[config.mk]
export PLATFORM = sky130hd
export DESIGN_NAME = instr_decode_queue
export DESIGN_NICKNAME = d
export VERILOG_FILES = /design/src/rtl/decode_pkg.sv /design/src/rtl/instr_classify.sv /design/src/rtl/instr_decode_queue.sv
export SDC_FILE = /design/constraint.sdc
export NUM_CORES = 1
export LEC_CHECK = 0
export CAP_MARGIN = 20
export CORE_ASPECT_RATIO = 2
export CORE_MARGIN = 4
export CORE_UTILIZATION = 50
export DETAILED_ROUTE_END_ITERATION = 12
export PLACE_DENSITY = 0.76
export SLEW_MARGIN = 20
export SYNTH_ARGS = -nofsm -noshare
export SYNTH_HDL_FRONTEND = slang
export SYNTH_HIERARCHICAL = 1
export SYNTH_SLANG_ARGS = --single-unit
[constraint.sdc]
create_clock -name clk -period 3.2 [get_ports clk]
set_input_delay 0.48 -clock clk [delete_from_list [all_inputs] [get_ports clk]]
set_output_delay 0.48 -clock clk [all_outputs]
set_load 0.03 [all_outputs]
[src/rtl/decode_pkg.sv]
// Shared decode definitions for the instruction decode queue.
//   - instr_id_e : 6-bit enumerated instruction ID (ID_NONE = 0, ID_RI = reserved)
//   - OP_* / FN_* opcode and funct constants
//   - CLS_* bit positions inside the 7-bit class vector
//     {load, store, alu, branch, jump, muldiv, cp0}
//   - EXC_* exception codes
//   - entry_t : per-slot decoded storage record
//   - id_class() : maps an ID onto its one-hot class vector
package decode_pkg;

    typedef enum logic [5:0] {
        ID_NONE = 6'd0, ID_RI,
        ID_LB, ID_LBU, ID_LH, ID_LHU, ID_LW,
        ID_SB, ID_SH, ID_SW,
        ID_ADD, ID_ADDU, ID_SUB, ID_SUBU, ID_SLT, ID_SLTU,
        ID_SLL, ID_SRL, ID_SRA, ID_SLLV, ID_SRLV, ID_SRAV,
        ID_AND, ID_OR, ID_XOR, ID_NOR,
        ID_ADDI, ID_ADDIU, ID_SLTI, ID_SLTIU, ID_ANDI, ID_ORI, ID_XORI, ID_LUI,
        ID_MFHI, ID_MFLO,
        ID_BEQ, ID_BNE, ID_BLEZ, ID_BGTZ, ID_BLTZ, ID_BGEZ,
        ID_J, ID_JAL, ID_JR, ID_JALR,
        ID_MULT, ID_MULTU, ID_DIV, ID_DIVU, ID_MTHI, ID_MTLO,
        ID_MFC0, ID_MTC0, ID_ERET
    } instr_id_e;

    localparam logic [5:0] OP_SPECIAL = 6'h00, OP_REGIMM = 6'h01, OP_J     = 6'h02,
                           OP_JAL     = 6'h03, OP_BEQ    = 6'h04, OP_BNE   = 6'h05,
                           OP_BLEZ    = 6'h06, OP_BGTZ   = 6'h07, OP_ADDI  = 6'h08,
                           OP_ADDIU   = 6'h09, OP_SLTI   = 6'h0a, OP_SLTIU = 6'h0b,
                           OP_ANDI    = 6'h0c, OP_ORI    = 6'h0d, OP_XORI  = 6'h0e,
                           OP_LUI     = 6'h0f, OP_COP0   = 6'h10, OP_LB    = 6'h20,
                           OP_LH      = 6'h21, OP_LW     = 6'h23, OP_LBU   = 6'h24,
                           OP_LHU     = 6'h25, OP_SB     = 6'h28, OP_SH    = 6'h29,
                           OP_SW      = 6'h2b;

    localparam logic [5:0] FN_SLL  = 6'h00, FN_SRL  = 6'h02, FN_SRA   = 6'h03,
                           FN_SLLV = 6'h04, FN_SRLV = 6'h06, FN_SRAV  = 6'h07,
                           FN_JR   = 6'h08, FN_JALR = 6'h09, FN_MFHI  = 6'h10,
                           FN_MTHI = 6'h11, FN_MFLO = 6'h12, FN_MTLO  = 6'h13,
                           FN_MULT = 6'h18, FN_MULTU = 6'h19, FN_DIV  = 6'h1a,
                           FN_DIVU = 6'h1b, FN_ADD  = 6'h20, FN_ADDU  = 6'h21,
                           FN_SUB  = 6'h22, FN_SUBU = 6'h23, FN_AND   = 6'h24,
                           FN_OR   = 6'h25, FN_XOR  = 6'h26, FN_NOR   = 6'h27,
                           FN_SLT  = 6'h2a, FN_SLTU = 6'h2b, FN_ERET  = 6'h18;

    localparam int CLS_LOAD = 6, CLS_STORE = 5, CLS_ALU = 4, CLS_BRANCH = 3,
                   CLS_JUMP = 2, CLS_MULDIV = 1, CLS_CP0 = 0;

    localparam logic [4:0] EXC_NONE = 5'd0, EXC_ADEL = 5'd4, EXC_RI = 5'd10;

    // instr[25:0] keeps every register/immediate field the head needs
    typedef struct packed {
        logic [25:0] fields;
        logic [5:0]  id;
        logic [6:0]  cls;
        logic [4:0]  exc;
    } entry_t;

    function automatic logic [6:0] id_class(input instr_id_e id);
        logic [6:0] c;
        c = '0;
        case (id)
            ID_LB, ID_LBU, ID_LH, ID_LHU, ID_LW:          c[CLS_LOAD]   = 1'b1;
            ID_SB, ID_SH, ID_SW:                          c[CLS_STORE]  = 1'b1;
            ID_ADD, ID_ADDU, ID_SUB, ID_SUBU, ID_SLT, ID_SLTU,
            ID_SLL, ID_SRL, ID_SRA, ID_SLLV, ID_SRLV, ID_SRAV,
            ID_AND, ID_OR, ID_XOR, ID_NOR,
            ID_ADDI, ID_ADDIU, ID_SLTI, ID_SLTIU, ID_ANDI, ID_ORI,
            ID_XORI, ID_LUI, ID_MFHI, ID_MFLO:            c[CLS_ALU]    = 1'b1;
            ID_BEQ, ID_BNE, ID_BLEZ, ID_BGTZ,
            ID_BLTZ, ID_BGEZ:                             c[CLS_BRANCH] = 1'b1;
            ID_J, ID_JAL, ID_JR, ID_JALR:                 c[CLS_JUMP]   = 1'b1;
            ID_MULT, ID_MULTU, ID_DIV, ID_DIVU,
            ID_MTHI, ID_MTLO:                             c[CLS_MULDIV] = 1'b1;
            ID_MFC0, ID_MTC0, ID_ERET:                    c[CLS_CP0]    = 1'b1;
            default:                                      c = '0;
        endcase
        return c;
    endfunction

endpackage

[src/rtl/instr_classify.sv]
// Combinational instruction classifier.
// Ports: op/rs/rt/funct - instruction fields; pc_lo - fetch PC bits [1:0]
//        id - instruction enum; cls - one-hot class; exc - exception code
module instr_classify
    import decode_pkg::*;
(
    input  logic [5:0] op,
    input  logic [4:0] rs,
    input  logic [4:0] rt,
    input  logic [5:0] funct,
    input  logic [1:0] pc_lo,
    output logic [5:0] id,
    output logic [6:0] cls,
    output logic [4:0] exc
);

    instr_id_e id_e;

    always_comb begin
        id_e = ID_RI;
        case (op)
            OP_SPECIAL: begin
                case (funct)
                    FN_ADD:   id_e = ID_ADD;
                    FN_ADDU:  id_e = ID_ADDU;
                    FN_SUB:   id_e = ID_SUB;
                    FN_SUBU:  id_e = ID_SUBU;
                    FN_SLT:   id_e = ID_SLT;
                    FN_SLTU:  id_e = ID_SLTU;
                    FN_SLL:   id_e = ID_SLL;
                    FN_SRL:   id_e = ID_SRL;
                    FN_SRA:   id_e = ID_SRA;
                    FN_SLLV:  id_e = ID_SLLV;
                    FN_SRLV:  id_e = ID_SRLV;
                    FN_SRAV:  id_e = ID_SRAV;
                    FN_AND:   id_e = ID_AND;
                    FN_OR:    id_e = ID_OR;
                    FN_XOR:   id_e = ID_XOR;
                    FN_NOR:   id_e = ID_NOR;
                    FN_MFHI:  id_e = ID_MFHI;
                    FN_MFLO:  id_e = ID_MFLO;
                    FN_MTHI:  id_e = ID_MTHI;
                    FN_MTLO:  id_e = ID_MTLO;
                    FN_JR:    id_e = ID_JR;
                    FN_JALR:  id_e = ID_JALR;
                    FN_MULT:  id_e = ID_MULT;
                    FN_MULTU: id_e = ID_MULTU;
                    FN_DIV:   id_e = ID_DIV;
                    FN_DIVU:  id_e = ID_DIVU;
                    default:  id_e = ID_RI;
                endcase
            end
            OP_REGIMM: begin
                if (rt == 5'd0)      id_e = ID_BLTZ;
                else if (rt == 5'd1) id_e = ID_BGEZ;
            end
            OP_J:     id_e = ID_J;
            OP_JAL:   id_e = ID_JAL;
            OP_BEQ:   id_e = ID_BEQ;
            OP_BNE:   id_e = ID_BNE;
            OP_BLEZ:  id_e = ID_BLEZ;
            OP_BGTZ:  id_e = ID_BGTZ;
            OP_ADDI:  id_e = ID_ADDI;
            OP_ADDIU: id_e = ID_ADDIU;
            OP_SLTI:  id_e = ID_SLTI;
            OP_SLTIU: id_e = ID_SLTIU;
            OP_ANDI:  id_e = ID_ANDI;
            OP_ORI:   id_e = ID_ORI;
            OP_XORI:  id_e = ID_XORI;
            OP_LUI:   id_e = ID_LUI;
            OP_COP0: begin
                // rs[4] is instr[25], the CO bit that marks eret
                if (rs[4] && funct == FN_ERET) id_e = ID_ERET;
                else if (rs == 5'd0)           id_e = ID_MFC0;
                else if (rs == 5'd4)           id_e = ID_MTC0;
            end
            OP_LB:    id_e = ID_LB;
            OP_LBU:   id_e = ID_LBU;
            OP_LH:    id_e = ID_LH;
            OP_LHU:   id_e = ID_LHU;
            OP_LW:    id_e = ID_LW;
            OP_SB:    id_e = ID_SB;
            OP_SH:    id_e = ID_SH;
            OP_SW:    id_e = ID_SW;
            default:  id_e = ID_RI;
        endcase
    end

    assign id  = id_e;
    assign cls = id_class(id_e);
    // fetch misalignment outranks the reserved-instruction exception
    assign exc = (pc_lo != 2'b00) ? EXC_ADEL :
                 (id_e == ID_RI)  ? EXC_RI   : EXC_NONE;

endmodule

[src/rtl/instr_decode_queue.sv]
// Registered instruction decode queue between fetch and ID/EX.
// Ports: clk, reset (async, active-high), flush (sync discard)
//        in_valid/in_ready/in_pc/in_instr     - fetch side handshake
//        out_valid/out_ready                  - consumer handshake
//        out_pc/out_id/out_cls/out_rs/out_rt/out_rd/out_shamt/out_imm/out_exc
//                                             - decoded head entry
module instr_decode_queue
    import decode_pkg::*;
#(
    parameter int DEPTH = 4,
    parameter int PC_W  = 32
) (
    input  logic            clk,
    input  logic            reset,
    input  logic            flush,
    input  logic            in_valid,
    output logic            in_ready,
    input  logic [PC_W-1:0] in_pc,
    input  logic [31:0]     in_instr,
    output logic            out_valid,
    input  logic            out_ready,
    output logic [PC_W-1:0] out_pc,
    output logic [5:0]      out_id,
    output logic [6:0]      out_cls,
    output logic [4:0]      out_rs,
    output logic [4:0]      out_rt,
    output logic [4:0]      out_rd,
    output logic [4:0]      out_shamt,
    output logic [15:0]     out_imm,
    output logic [4:0]      out_exc
);

    localparam int         AW       = $clog2(DEPTH);
    localparam logic [AW:0] FULL_CNT = (AW+1)'(DEPTH);

    logic [AW-1:0]   rd_ptr, wr_ptr;
    logic [AW:0]     count;
    logic [PC_W-1:0] pc_mem  [DEPTH];
    entry_t          ent_mem [DEPTH];

    logic       push, pop;
    logic [5:0] dec_id;
    logic [6:0] dec_cls;
    logic [4:0] dec_exc;
    entry_t     head;

    instr_classify u_classify (
        .op    (in_instr[31:26]),
        .rs    (in_instr[25:21]),
        .rt    (in_instr[20:16]),
        .funct (in_instr[5:0]),
        .pc_lo (in_pc[1:0]),
        .id    (dec_id),
        .cls   (dec_cls),
        .exc   (dec_exc)
    );

    assign in_ready  = (count < FULL_CNT);
    assign out_valid = (count != '0);
    assign push      = in_valid && in_ready;
    assign pop       = out_valid && out_ready;

    always_ff @(posedge clk or posedge reset) begin
        if (reset) begin
            rd_ptr <= '0;
            wr_ptr <= '0;
            count  <= '0;
        end else if (flush) begin
            rd_ptr <= '0;
            wr_ptr <= '0;
            count  <= '0;
        end else begin
            if (push) wr_ptr <= wr_ptr + AW'(1);
            if (pop)  rd_ptr <= rd_ptr + AW'(1);
            if (push && !pop)      count <= count + (AW+1)'(1);
            else if (pop && !push) count <= count - (AW+1)'(1);
        end
    end

    // storage is deliberately left out of reset; validity comes from count
    always_ff @(posedge clk) begin
        if (push && !flush) begin
            pc_mem[wr_ptr]  <= in_pc;
            ent_mem[wr_ptr] <= '{fields: in_instr[25:0], id: dec_id,
                                 cls: dec_cls, exc: dec_exc};
        end
    end

    // head fields are forced to zero when empty so stale slots never leak out
    assign head      = out_valid ? ent_mem[rd_ptr] : '0;
    assign out_pc    = out_valid ? pc_mem[rd_ptr] : '0;
    assign out_id    = out_valid ? head.id : ID_NONE;
    assign out_cls   = head.cls;
    assign out_exc   = head.exc;
    assign out_rs    = head.fields[25:21];
    assign out_rt    = head.fields[20:16];
    assign out_rd    = head.fields[15:11];
    assign out_shamt = head.fields[10:6];
    assign out_imm   = head.fields[15:0];

endmodule

# Yosys cells after proc, flatten, opt, wreduce, memory -nomap -nowiden
# Memories as Yosys holds them, arrays and structs flattened.
# Cells that the tools add are included.
totals:
  ff_bits: 7
  mem_bits_rw: 304
  rom_bits: 384
  inputBits: 69
  output_inout_bits: 88
  wordCells: 143
  n_memories: 3
memory_table:
  columns: ["memory", "depth", "width", "read_ports", "rd_ports_with_merged_regs", "wr", "line_no", "text"]
  rows:
  - ["(no name shown)", 64, 6, 1, 0, 0, "instr_classify.sv:23", "case (funct)"]
  - ["ent_mem", 4, 44, 1, 0, 1, "instr_decode_queue.sv:39", "entry_t ent_mem [DEPTH];"]
  - ["pc_mem", 4, 32, 1, 0, 1, "instr_decode_queue.sv:38", "logic [PC_W-1:0] pc_mem [DEPTH];"]
op_classes:
  addsub: 4
  n_lt_le_gt_ge: 1
  n_eq_ne: 81
  n_mux: 27
  n_reduce_logical: 24
op_table:
  columns: ["operator", "count"]
  rows:
  - ["$eq 6x6->1 const B", 31]
  - ["$pmux 6 s25", 1]
  - ["$eq 6x5->1 const B", 18]
  - ["$eq 6x4->1 const B", 16]
  - ["$eq 6x3->1 const B", 8]
  - ["$mux 44", 1]
  - ["$mux 6", 6]
  - ["$mux 32", 1]
  - ["$reduce_or 26->1", 1]
  - ["$eq 6x2->1 const B", 4]
  - ["$eq 6x1->1 const B", 2]
  - ["$reduce_or 6->1", 2]
  - ["$logic_not 5->1", 2]
  - ["$mux 1", 9]
  - ["$mux 3", 3]
  - ["$mux 2", 4]
  - ["$logic_and 1x1->1", 6]
  - ["$logic_not 6->1", 1]
  - ["$reduce_bool 2->1", 3]
  - ["$reduce_bool 3->1", 2]
  - ["$reduce_or 3->1", 2]
  - ["$eq 5x1->1 const B", 1]
  - ["$eq 5x3->1 const B", 1]
  - ["$mux 5", 1]
  - ["other kinds (8)", 11]

# Depth between registers and ports, before layout
depth:
  word_depth: 8
  mapped_depth: 11
  depth_no_buf: 9

# Hierarchy
# The synthesis kept the hierarchy.
modules_own_cells:
  columns: ["mod", "instances", "cells_each", "area_per_inst_um2"]
  rows:
  - ["instr_decode_queue", 1, 553, 12067.8]
  - ["instr_classify", 1, 151, 1031.0]

# Worst setup path after synthesis
# OpenSTA, ideal clock, no wires.
synth_timing:
  path_type: "input-to-reg"
  startpoint: "input in_valid"
  endpoint: "memory ent_mem[0][0] (netlist bit) (enable)"
  setup_ps: 443
  t_arrival_ps: 2764
  path_slack_ps: -6
  cell_stages: 4
  n_path_buf: 1
  cell_sequence: "nor2b_1 > buf_2 > nor2b_1 > and2_1"
synth_via:
  elab_chain_cells: 4
synth_rtl:
  columns: ["element", "line_no", "text"]
  rows:
  - ["start, declared", "instr_decode_queue.sv:16", "input logic in_valid,"]
  - ["$logic_and 1x1->1", "instr_decode_queue.sv:60", "assign push = in_valid && in_ready;"]
  - ["$logic_and 1x1->1", "instr_decode_queue.sv:82", "if (push && !flush) begin"]
  - ["$mux 1", "instr_decode_queue.sv:82", null]
  - ["$mux 1 (implied by the code)", "instr_decode_queue.sv:84", "ent_mem[wr_ptr] <= '{fields: in_instr[25:0], id: dec_id,"]
  - ["end, declared", "instr_decode_queue.sv:39", null]
# Every way passes these cells.

# Final worst setup path
layout_timing:
  startpoint: "register rd_ptr[0]"
  endpoint: "output out_rt[3]"
layout_via:
  elab_chain_cells: 2
layout_rtl:
  columns: ["element", "line_no", "text"]
  rows:
  - ["start, declared", "instr_decode_queue.sv:36", "logic [AW-1:0] rd_ptr, wr_ptr;"]
  - ["start signal, assigned", "instr_decode_queue.sv:74", "if (pop) rd_ptr <= rd_ptr + AW'(1);"]
  - ["$mem_v2 4x44", null, null]
  - ["$mux 44", "instr_decode_queue.sv:90", "assign head = out_valid ? ent_mem[rd_ptr] : '0;"]
  - ["end, declared", "instr_decode_queue.sv:26", "output logic [4:0] out_rt,"]
# Every way passes these cells.

==> flow_summary_export.csv <==
group,metric,value,unit
synth,synth_ff_type,"edfxtp_1",
sta,slew_viol_final,0,
clock_tree,clk_latency,0.55,ns
pwr,p_sw_frac,0.328,
synth,yosys_warnings,6,
floorplanning,core_area,25800,um^2
grt,grt_max_degree,77,
pwr,powerDensity,847,nW/um^2
pwr,ir_drop,637,uV
layout,final_core_util,0.627,
pwr,pwr-share-clk,0.245,
sta,tightest_slew,0.507,ns
sta,setup_tns,0,ns
sta,layout_setup_ws,0.0805,ns
grt,grt_pass1_vias,7455,
detailed_routing,wl_per_cell,21.8,um
clock_tree,cts.sinks,311,
placement,place_ws,-0.00225,ns
placement,portBuffers,156,
run_status,status,"finished, final reports clean",
synth,yosysSeqAreaShare,0.710,
sta,post-route-period-util,0.975,
hold_path,hold_class,"in -> async",
detailed_routing,wl,26.9,mm
detailed_routing,first_pass_iters,4,
setup_path,worstPathMaxFanout,18,
synth,synth.avg_cell_area,18.6,um^2
synth,ys_types,63,
synth,ys_async_sr_fraction,0.0225,
pwr,combPwrFrac,0.394,
grt,grt_pass1_wl,41.7,mm
clock_tree,cts_root_buf,"clkbuf_16",
placement,numPlacedInstances,1179,
detailed_routing,vias_per_cell,5.54,
pwr,power.leakage,5.44,nW
layout,fin_cells,1232,
detailed_routing,drc_errors,0,
sta,fin_skew,0.0103,ns
sta,rsz0062_at_grt,"no",
layout,drive_above_1_share,0.195,
setup_path,setup.worst_path.start_class,"flop",
job,cap_violations,0,
sta,fmax,321,MHz
pwr,internal_power,9.20,mW
floorplanning,chipWidth,122,um
detailed_routing,ant_nets,0,
clock_tree,cts_tree,"yes",
sta,holdWs,0.176,ns
floorplanning,row_count,83,
synth,synth_edf_count,304,
grt,grt_usage,0.188,
pwr,netSwitchingPower,4.49,mW
layout,nets,953,
floorplanning,ios,157,
floorplanning,die_h,237,um
layout,fill_cells,1907,
floorplanning,dieArea,29000,um^2
sta,hold_viol,0,
placement,dp_hpwl,17.3,mm
detailed_routing,vias,6827,
synth,synth_area,13100,um^2
grt,grt_antenna_before_repair,1,
synth,synth_cells,704,
setup_path,cp_data_required_time,2.72,ns
setup_path,cp.arrival,2.64,ns
setup_path,end_kind,"primary output",
sta,period_minus_slack,3.12,ns
clock_tree,h-tree-depth,1,
floorplanning,start_util,0.509,
detailed_routing,dr.first_iter.drc_count,342,
sta,setup_viol,0,
placement,gp_congestion,0.851,
clock_tree,clock_path_buffers,3,
pwr,p_seq_frac,0.361,
setup_path,rr_startpoint,"count[2]$_DFFE_PP0P_",
layout,area_delta_synth_final,23.3,%
setup_path,worst-setup-path-type,"reg -> out",
setup_path,reg2regPathDepth,4,
setup_path,startpoint,"rd_ptr[0]$_DFFE_PP0P_",
grt,overflow,0,
sta,max-slew-margin-rel,0.662,
clock_tree,numCtsBuffers,27,
synth,ys_ff_latch,311,
clock_tree,clk_pin_slew,0.07,ns
## per-stage QoR
| stage | instance area [um^2] | total power, mW |
|---|---|---|
| after floorplan | 13100 | 8.46 |
| after global placement | 15200 | 10.4 |
| after detailed placement | 15200 | 10.5 |
| after CTS | 16100 | 13.9 |
| after global routing | 16100 | 14.3 |
| final | 16100 | 13.7 |
## registers in the layout, indices dropped and copies added (netlist names)
name and cells:
count 3, ent_mem 176, pc_mem 128, rd_ptr 2
wr_ptr 2
## cells in the mapped netlist, types with 2 or more instances
library cell / n / share of area
a211oi_1: 3 / 0.0017
a21o_1: 3 / 0.0017
a21oi_1: 8 / 0.0031
a221oi_1: 2 / 0.0013
a31oi_1: 5 / 0.0024
and2_1: 82 / 0.039
and3_1: 3 / 0.0014
and3b_1: 2 / 0.0013
buf_2: 22 / 0.0084
buf_4: 15 / 0.0086
buf_6: 4 / 0.0034
clkbuf_1: 15 / 0.0043
dfrtp_1: 7 / 0.013
edfxtp_1: 304 / 0.70
ha_1: 12 / 0.011
inv_1: 15 / 0.0043
mux2i_1: 2 / 0.0015
mux4_2: 76 / 0.13
nand2_1: 11 / 0.0032
nand2b_1: 10 / 0.0048
nand3_1: 6 / 0.0023
nand3b_1: 2 / 0.0011
nand4_1: 3 / 0.0014
nand4b_1: 3 / 0.0020
nor2_1: 12 / 0.0034
nor2b_1: 13 / 0.0062
nor3_1: 3 / 0.0011
nor4_1: 3 / 0.0014
nor4_2: 2 / 0.0019
o211ai_1: 2 / 0.0011
o21ai_0: 10 / 0.0038
o21ai_1: 5 / 0.0019
or2_2: 2 / 0.00096
or3_1: 3 / 0.0014
or3b_1: 2 / 0.0013
xnor2_1: 4 / 0.0027
xor2_1: 2 / 0.0013
## kinds of logic after synthesis
kind of cell / Yosys count / synth area share
xor gates and xnor gates: 6 / 0.00401
buffers and inverters: 74 / 0.0320
adders and majority gates: 13 / 0.0130
and+or+nand+nor: 167 / 0.0788
DFF: 311 / 0.710
muxes: 79 / 0.133
AOI/OAI and AO/OA: 53 / 0.0286
other: 1 / 0.000286
## worst paths after layout
kind,endpoint,slack [ns]
worst max-delay path,out_rt[3],0.08
worst min-delay path,count[1]$_DFFE_PP0P_,0.18
worst max register to register,ent_mem[3][42]$_DFFE_PP_,1.24
worst min register to register,wr_ptr[0]$_DFFE_PP0P_,0.63
max in group asynchronous,rd_ptr[0]$_DFFE_PP0P_,2.76
min in group clk,ent_mem[2][28]$_DFFE_PP_,0.56
## area by class of cell
type                    instances  area (um^2)  area share
clock buffers                  31          691      0.0428
flip-flops and latches        311         9310       0.577
well taps                     340          425      0.0263
inverters                      16         60.1     0.00372
clock inverters                18          221      0.0137
diodes                          1         2.50    0.000155
repair buffers                195         2040       0.127
multi-input cells             320         3390       0.210
## cells in the final DEF (no fill, tap or decap), types with 3 or more instances in the layout
master	synthesis	final
clkbuf_16	0	27
ha_1	12	12
inv_1	15	15
dlymetal6s2s_1	0	14
nand4_1	3	3
nor2_1	12	12
nor2b_1	13	13
nand2_1	11	11
clkinv_1	0	5
clkbuf_1	15	4
bufinv_16	0	5
o21ai_1	5	5
nand3_1	6	6
and3_1	3	3
clkdlybuf4s50_1	0	141
o21ai_0	10	10
and2_1	82	78
nor3_1	3	3
nand2b_1	10	10
a211oi_1	3	3
dfrtp_1	7	5
a21oi_1	8	8
and2_4	0	4
buf_4	15	26
clkinv_2	0	4
a21o_1	3	3
buf_12	1	12
edfxtp_1	304	304
a31oi_1	5	5
xnor2_1	4	4
nand4b_1	3	3
nor4_1	3	3
mux4_2	76	76
## power groups by stage
stage	Clock [mW]	Combinational, mW	Sequential [mW]
floorplan	0	3.51	4.95
global placement	0	5.40	5.04
detailed placement	0	5.43	5.06
CTS	3.44	5.51	4.95
global route	3.59	5.73	4.96
finish	3.36	5.39	4.94
## per-layer routing
| layer | wire length [um] | track usage | part of all wire | vias to the layer above |
|---|---|---|---|---|
| met5 | 0 | 0 | 0 | - |
| met4 | 581 | 0.0534 | 0.022 | 0 |
| met3 | 1080 | 0.0253 | 0.040 | 34 |
| met2 | 15600 | 0.363 | 0.58 | 176 |
| met1 | 9570 | 0.211 | 0.36 | 3525 |
| li1 | - | - | - | 3092 |
## repair_timing
action / in CTS / in global routing
endpoints found under the setup margin: 76 / 25
hold buffers: 0 / 0
setup buffers: 2 / 1
resized for setup: 1 / 14
## worst max-delay path, cell delays in order (launching register included)
cell and delay [ns]:
dfrtp_4 0.54, buf_12 0.22, mux4_2 0.52, and2_1 0.20, clkdlybuf4s50_1 0.60
Note: power is estimated with default switching activity, not from simulation.
